[src/rtl/spi_jstk_slave.sv]
// SPI mode-0 joystick responder, fully oversampled in the clk domain.
// Optional build macro JSTK_SLAVE_DEADZONE_EN snaps near-centre axis values to 512.
module spi_jstk_slave #(
  parameter int         SYNC_STAGES = 2,
  parameter logic [7:0] FILL_BYTE   = 8'h00,
  parameter logic [9:0] DEADZONE    = 10'd100
) (
  input  logic       clk,
  input  logic       rst,
  input  logic       sclk,
  input  logic       cs,
  input  logic       mosi,
  output logic       miso,
  input  logic [9:0] x_pos,
  input  logic [9:0] y_pos,
  input  logic [2:0] buttons,
  output logic [7:0] cmd_byte,
  output logic       cmd_valid,
  output logic       busy,
  output logic       frame_done,
  output logic       frame_abort
);

  // state  | meaning
  // IDLE   | cs high, waiting for a cs falling edge
  // ACTIVE | frame in progress, shifting on sclk edges
  typedef enum logic {IDLE, ACTIVE} state_t;
  state_t state_q, state_d;

  logic [SYNC_STAGES-1:0] sclk_sync, cs_sync, mosi_sync;
  logic sclk_s, cs_s, mosi_s, sclk_d, cs_d;
  logic sclk_rise, sclk_fall, cs_rise, cs_fall;
  logic start, stop, shift_en, drive_en;

  logic [9:0] x_sh, y_sh, x_in, y_in;
  logic [2:0] b_sh, bit_cnt, byte_cnt;
  logic [6:0] rx_shift;
  logic [7:0] cur_byte;

  function automatic logic [9:0] dz(input logic [9:0] v);
    logic [10:0] lo, hi, vv;
    lo = 11'd512 - {1'b0, DEADZONE};
    hi = 11'd512 + {1'b0, DEADZONE};
    vv = {1'b0, v};
    return (vv >= lo && vv <= hi) ? 10'd512 : v;
  endfunction

  function automatic logic [7:0] frame_byte(input logic [2:0] idx, input logic [9:0] x,
                                            input logic [9:0] y, input logic [2:0] b);
    case (idx)
      3'd0:    return x[7:0];
      3'd1:    return {6'b0, x[9:8]};
      3'd2:    return y[7:0];
      3'd3:    return {6'b0, y[9:8]};
      3'd4:    return {5'b0, b};
      default: return FILL_BYTE;
    endcase
  endfunction

`ifdef JSTK_SLAVE_DEADZONE_EN
  assign x_in = dz(x_pos);
  assign y_in = dz(y_pos);
`else
  assign x_in = x_pos;
  assign y_in = y_pos;
`endif

  // Sync chains reset low so a cs already low at reset release is not seen as a falling edge.
  always_ff @(posedge clk or posedge rst) begin
    if (rst) begin
      sclk_sync <= '0;
      cs_sync   <= '0;
      mosi_sync <= '0;
      sclk_d    <= 1'b0;
      cs_d      <= 1'b0;
    end else begin
      sclk_sync <= {sclk_sync[SYNC_STAGES-2:0], sclk};
      cs_sync   <= {cs_sync[SYNC_STAGES-2:0], cs};
      mosi_sync <= {mosi_sync[SYNC_STAGES-2:0], mosi};
      sclk_d    <= sclk_s;
      cs_d      <= cs_s;
    end
  end

  assign sclk_s    = sclk_sync[SYNC_STAGES-1];
  assign cs_s      = cs_sync[SYNC_STAGES-1];
  assign mosi_s    = mosi_sync[SYNC_STAGES-1];
  assign sclk_rise = sclk_s & ~sclk_d;
  assign sclk_fall = ~sclk_s & sclk_d;
  assign cs_rise   = cs_s & ~cs_d;
  assign cs_fall   = ~cs_s & cs_d;
  assign cur_byte  = frame_byte(byte_cnt, x_sh, y_sh, b_sh);

  always_ff @(posedge clk or posedge rst) begin
    if (rst) state_q <= IDLE;
    else     state_q <= state_d;
  end

  // cs rising edge has priority over any sclk edge in the same cycle.
  always_comb begin
    state_d  = state_q;
    start    = 1'b0;
    stop     = 1'b0;
    shift_en = 1'b0;
    drive_en = 1'b0;
    case (state_q)
      IDLE: begin
        if (cs_fall) begin
          state_d = ACTIVE;
          start   = 1'b1;
        end
      end
      ACTIVE: begin
        if (cs_rise) begin
          state_d = IDLE;
          stop    = 1'b1;
        end else begin
          shift_en = sclk_rise;
          drive_en = sclk_fall;
        end
      end
      default: state_d = IDLE;
    endcase
  end

  always_ff @(posedge clk or posedge rst) begin
    if (rst) begin
      miso        <= 1'b0;
      cmd_byte    <= 8'h00;
      cmd_valid   <= 1'b0;
      busy        <= 1'b0;
      frame_done  <= 1'b0;
      frame_abort <= 1'b0;
      x_sh        <= '0;
      y_sh        <= '0;
      b_sh        <= '0;
      bit_cnt     <= '0;
      byte_cnt    <= '0;
      rx_shift    <= '0;
    end else begin
      cmd_valid   <= 1'b0;
      frame_done  <= 1'b0;
      frame_abort <= 1'b0;
      if (start) begin
        x_sh     <= x_in;
        y_sh     <= y_in;
        b_sh     <= buttons;
        bit_cnt  <= '0;
        byte_cnt <= '0;
        rx_shift <= '0;
        busy     <= 1'b1;
        miso     <= x_in[7];
      end else if (stop) begin
        busy     <= 1'b0;
        miso     <= 1'b0;
        rx_shift <= '0;
        if (byte_cnt >= 3'd5) frame_done  <= 1'b1;
        else                  frame_abort <= 1'b1;
      end else if (shift_en) begin
        rx_shift <= {rx_shift[5:0], mosi_s};
        if (bit_cnt == 3'd7) begin
          bit_cnt <= '0;
          if (byte_cnt != 3'd5) byte_cnt <= byte_cnt + 3'd1;
          if (byte_cnt == 3'd0) begin
            cmd_byte  <= {rx_shift, mosi_s};
            cmd_valid <= 1'b1;
          end
        end else begin
          bit_cnt <= bit_cnt + 3'd1;
        end
      end else if (drive_en) begin
        miso <= cur_byte[3'd7 - bit_cnt];
      end
    end
  end

endmodule

[config.mk]
export PLATFORM = sky130hd
export DESIGN_NAME = spi_jstk_slave
export DESIGN_NICKNAME = d
export VERILOG_FILES = /design/src/rtl/spi_jstk_slave.sv
export SDC_FILE = /design/constraint.sdc
export NUM_CORES = 1
export LEC_CHECK = 0
export CAP_MARGIN = 15
export CORE_MARGIN = 4
export CORE_UTILIZATION = 55
export CTS_BUF_LIST = sky130_fd_sc_hd__clkbuf_4 sky130_fd_sc_hd__clkbuf_8
export CTS_CLUSTER_SIZE = 40
export DETAILED_ROUTE_END_ITERATION = 16
export PLACE_DENSITY = 0.91
export SLEW_MARGIN = 20
export SYNTH_ARGS = -nofsm -noshare
export SYNTH_HDL_FRONTEND = slang
export SYNTH_SLANG_ARGS = --single-unit
[constraint.sdc]
create_clock -name clk -period 2.4 [get_ports clk]
set_clock_uncertainty 0.1 [all_clocks]
set_input_delay 0.48 -clock clk [delete_from_list [all_inputs] [get_ports clk]]
set_output_delay 0.48 -clock clk [all_outputs]
set_load 0.02 [all_outputs]
==> impl_results.md <==
- Post_cts resized: 0
- Crit share post-route: 88.11%
- YS warnings: 0
- WP data arrival: 2240 ps
- DR DRC count: 0
- Clock latency on the worst-skew pair: 350 ps
- Pin count of the biggest net entering global routing: 59
- Grt total ovfl: 0
- First-pass GRT wire length: 7817 um
- Final Hold Viols: 0
- CP Buf/Inv Count: 1
- Die area: 5693 sq um
- Critical Path Sink Type: flop
- Synthesized area: 2502 sq um
- Max Clk Rate: 472.9 MHz
- Met3 WL: 288 um
- Sequential Power Share: 47.2%
- Worst slew margin: 62.47%
- CTS tree: built
- Clk pwr share: 39.4%
- DRT Pass-1 Iters: 4
- Routability cong.: 0.7928
- Hold_buf cts: 0
- Dominant synthesized flop cell: dfrtp_1
- Area of the core: 4384 sq um
- Post-synth top area cell: dfrtp_1
- Wire per inst: 15.82 um
- Critical-path top delay cell: dfrtp_1
- Status: finished, final reports clean
- Tightest Pin Transition: 558.6 ps
- Vias: 1684
- CP required: 2520 ps
- Setup CP Type: reg -> reg
- P&R area growth vs syn: 27.20%
- Max Transition Viols Final: 0
- Sequential fraction of the synthesis area: 58.00%
- Initial DRC Count: 105
- Switching pwr: 0.0006045 W
- Minimum clock period: 2115 ps
- Synth top cells by count: dfrtp_1 (58), mux2_2 (31), nand2_1 (11)
- Min-Delay Path Class: reg -> reg
- Max-Cap Viols: 0
- Pleak: 1.395 nW
- HPWL after DPL: 3259 um
- Drt total wl: 4666 um
- Cells along the critical path: inv_1 -> ha_1 -> nand3_1 -> nor3_4 -> mux2_2
- Max FO, Critical Path: 10
- Highest routing layer actually used: met4
- Initial antenna violation count: 0
- Clk buf depth: 2
- Post-synth EDFFs: 0
- Layout net count: 273
- Wire length on met1: 1961 um
- Synthesized instance count: 194
- Final setup fails: 0
- RSZ-0062 raised after global routing: no
- Site Rows: 24
- P per Cell Area: 794.1 nW/um^2
- Synthesized net count: 229
- Synth top area share: 58.00%
- H-Tree Depth: 3
- Hold Slack: 247.2 ps
- Pint: 0.001923 W
- Clock Root Buffer: clkbuf_8
- Clock slew at reported path FFs: 60 ps
- Largest stage delay, worst path: 410 ps
- Synth unique cells: 41
- Vias/cell: 5.708
- PortBufs: 40
- Design Power: 0.002528 W
- Vias in the first global route: 1683
- Area contributors post-synth: dfrtp_1 (58%), mux2_2 (14%), ha_1 (3.5%), a22o_1 (2.4%), mux2i_1 (2.0%)
- Most frequent cell after synthesis: dfrtp_1
- Post-route ant nets: 0
- Switching Share: 23.92%
- Die H: 75.45 um
- CP delay by family, top: simple AND/OR/NAND/NOR gates
- Overall global routing resource usage: 19.16%
- Setup TNS: 0 ps
- Met2 routed WL: 2244 um
- Logic gate share of total power: 13.3%
- Initial Utilization: 57.08%
- I/O Pins: 41
- Startpoint class of the critical path: flop
- Asr flop ratio synth: 100.0%
- Peak VDD IR: 0.4777 mV
- # Post-CTS Setup Buffers: 0
- Layout cells sized above 1: 24.28%
- FF+latch count, synth: 58
- Horiz. Die Dim: 75.45 um
- Clock sinks: 58
- N_diodes: 0
- Inserted Clock Buffers: 9
- Syn avg cell area: 12.90 sq um
[area by class of cell]
| cell class | count | area (sq um) |
|---|---|---|
| flip-flops and latches | 58 | 1451 |
| fillers | 292 | 1201 |
| multi-input cells | 121 | 985.9 |
| repair buffers | 44 | 442.9 |
| clock buffers | 11 | 145.1 |
| clock inverters | 5 | 77.57 |
| well taps | 52 | 65.06 |
| inverters | 4 | 15.01 |
[layout by cell type, fill, tap and decap left out, types with 2 or more instances in the layout]
master,count
nand2b_1,4
a22o_1,7
a21oi_1,6
nand2_1,11
mux2i_1,5
ha_1,7
or3_1,2
nand3_1,5
clkdlybuf4s50_1,40
o21ai_0,5
buf_4,3
a222oi_1,2
dfrtp_1,58
inv_1,3
nor2_1,9
bufinv_16,2
clkinv_2,2
o22ai_1,2
a221oi_1,2
mux2_2,31
nor3_1,3
clkbuf_8,10
[worst register-to-register path: cells and delay by family, from the launching register on]
kind	cells	cell delay, ps
buf+inv	1	120
fa+ha+maj	1	410
simple gates	2	570
flops	1	410
mux	1	390
[routing by layer]
metal  vias to the layer above  GRT usage, %
li1                        787             -
met1                       815         22.95
met2                        63         29.24
met3                        19         6.596
met4                         0         12.82
met5                         -             0
[power by group through the flow]
stage          Clock, W  Sequential (W)  Combinational, W
3_5_place_dp          0         0.00121          0.000339
6_report       0.000997         0.00119          0.000337
5_1_grt         0.00107         0.00121          0.000373
2_1_floorplan         0         0.00118          0.000236
3_3_place_gp          0         0.00121          0.000325
4_1_cts         0.00102         0.00119          0.000340
[cell families after synthesis]
group           Yosys count  share of synthesized area (%)
compound gates           31                          8.951
xor+xnor                  1                         0.3501
fa+ha+maj                 7                          3.500
buf+inv                  15                          2.850
flops                    58                          58.00
mux                      36                          15.95
simple gates             46                          10.40
[sequential cells by signal, indices dropped and copies added (netlist names)]
signal	count
cs_sync	2
cs_d	1
sclk_d	1
frame_done	1
cmd_byte	8
state_q	1
sclk_sync	2
y_sh	10
bit_cnt	3
miso	1
rx_shift	7
x_sh	10
busy	1
frame_abort	1
cmd_valid	1
mosi_sync	2
b_sh	3
byte_cnt	3
[path summary, 6_finish.rpt]
kind / from / to / slack (ps) / cells after the start
max: byte_cnt[0] / cmd_byte[6] / 290 / 5
min: cs_sync[0] / cs_sync[1] / 250 / 0
max reg2reg: byte_cnt[0] / cmd_byte[6] / 290 / 5
min reg2reg: cs_sync[0] / cs_sync[1] / 250 / 0
max in group asynchronous: rst / bit_cnt[0] / 1530 / 3
min in group asynchronous: rst / y_sh[6] / 400 / 3
[metrics by stage]
| step | worst slack [ps] | util [%] | std cells | area [sq um] |
|---|---|---|---|---|
| detailed placement | 282.4 | 67.52 | 279 | 2960 |
| floorplan | 392.0 | - | 194 | 2502 |
| global placement | 350.4 | 67.52 | 279 | 2960 |
| CTS | 281.7 | 72.60 | 295 | 3183 |
| finish | 285.4 | 72.60 | 295 | 3183 |
| global route | 156.9 | 72.60 | 295 | 3183 |
No activity file was read; power rests on OpenSTA's default activity.
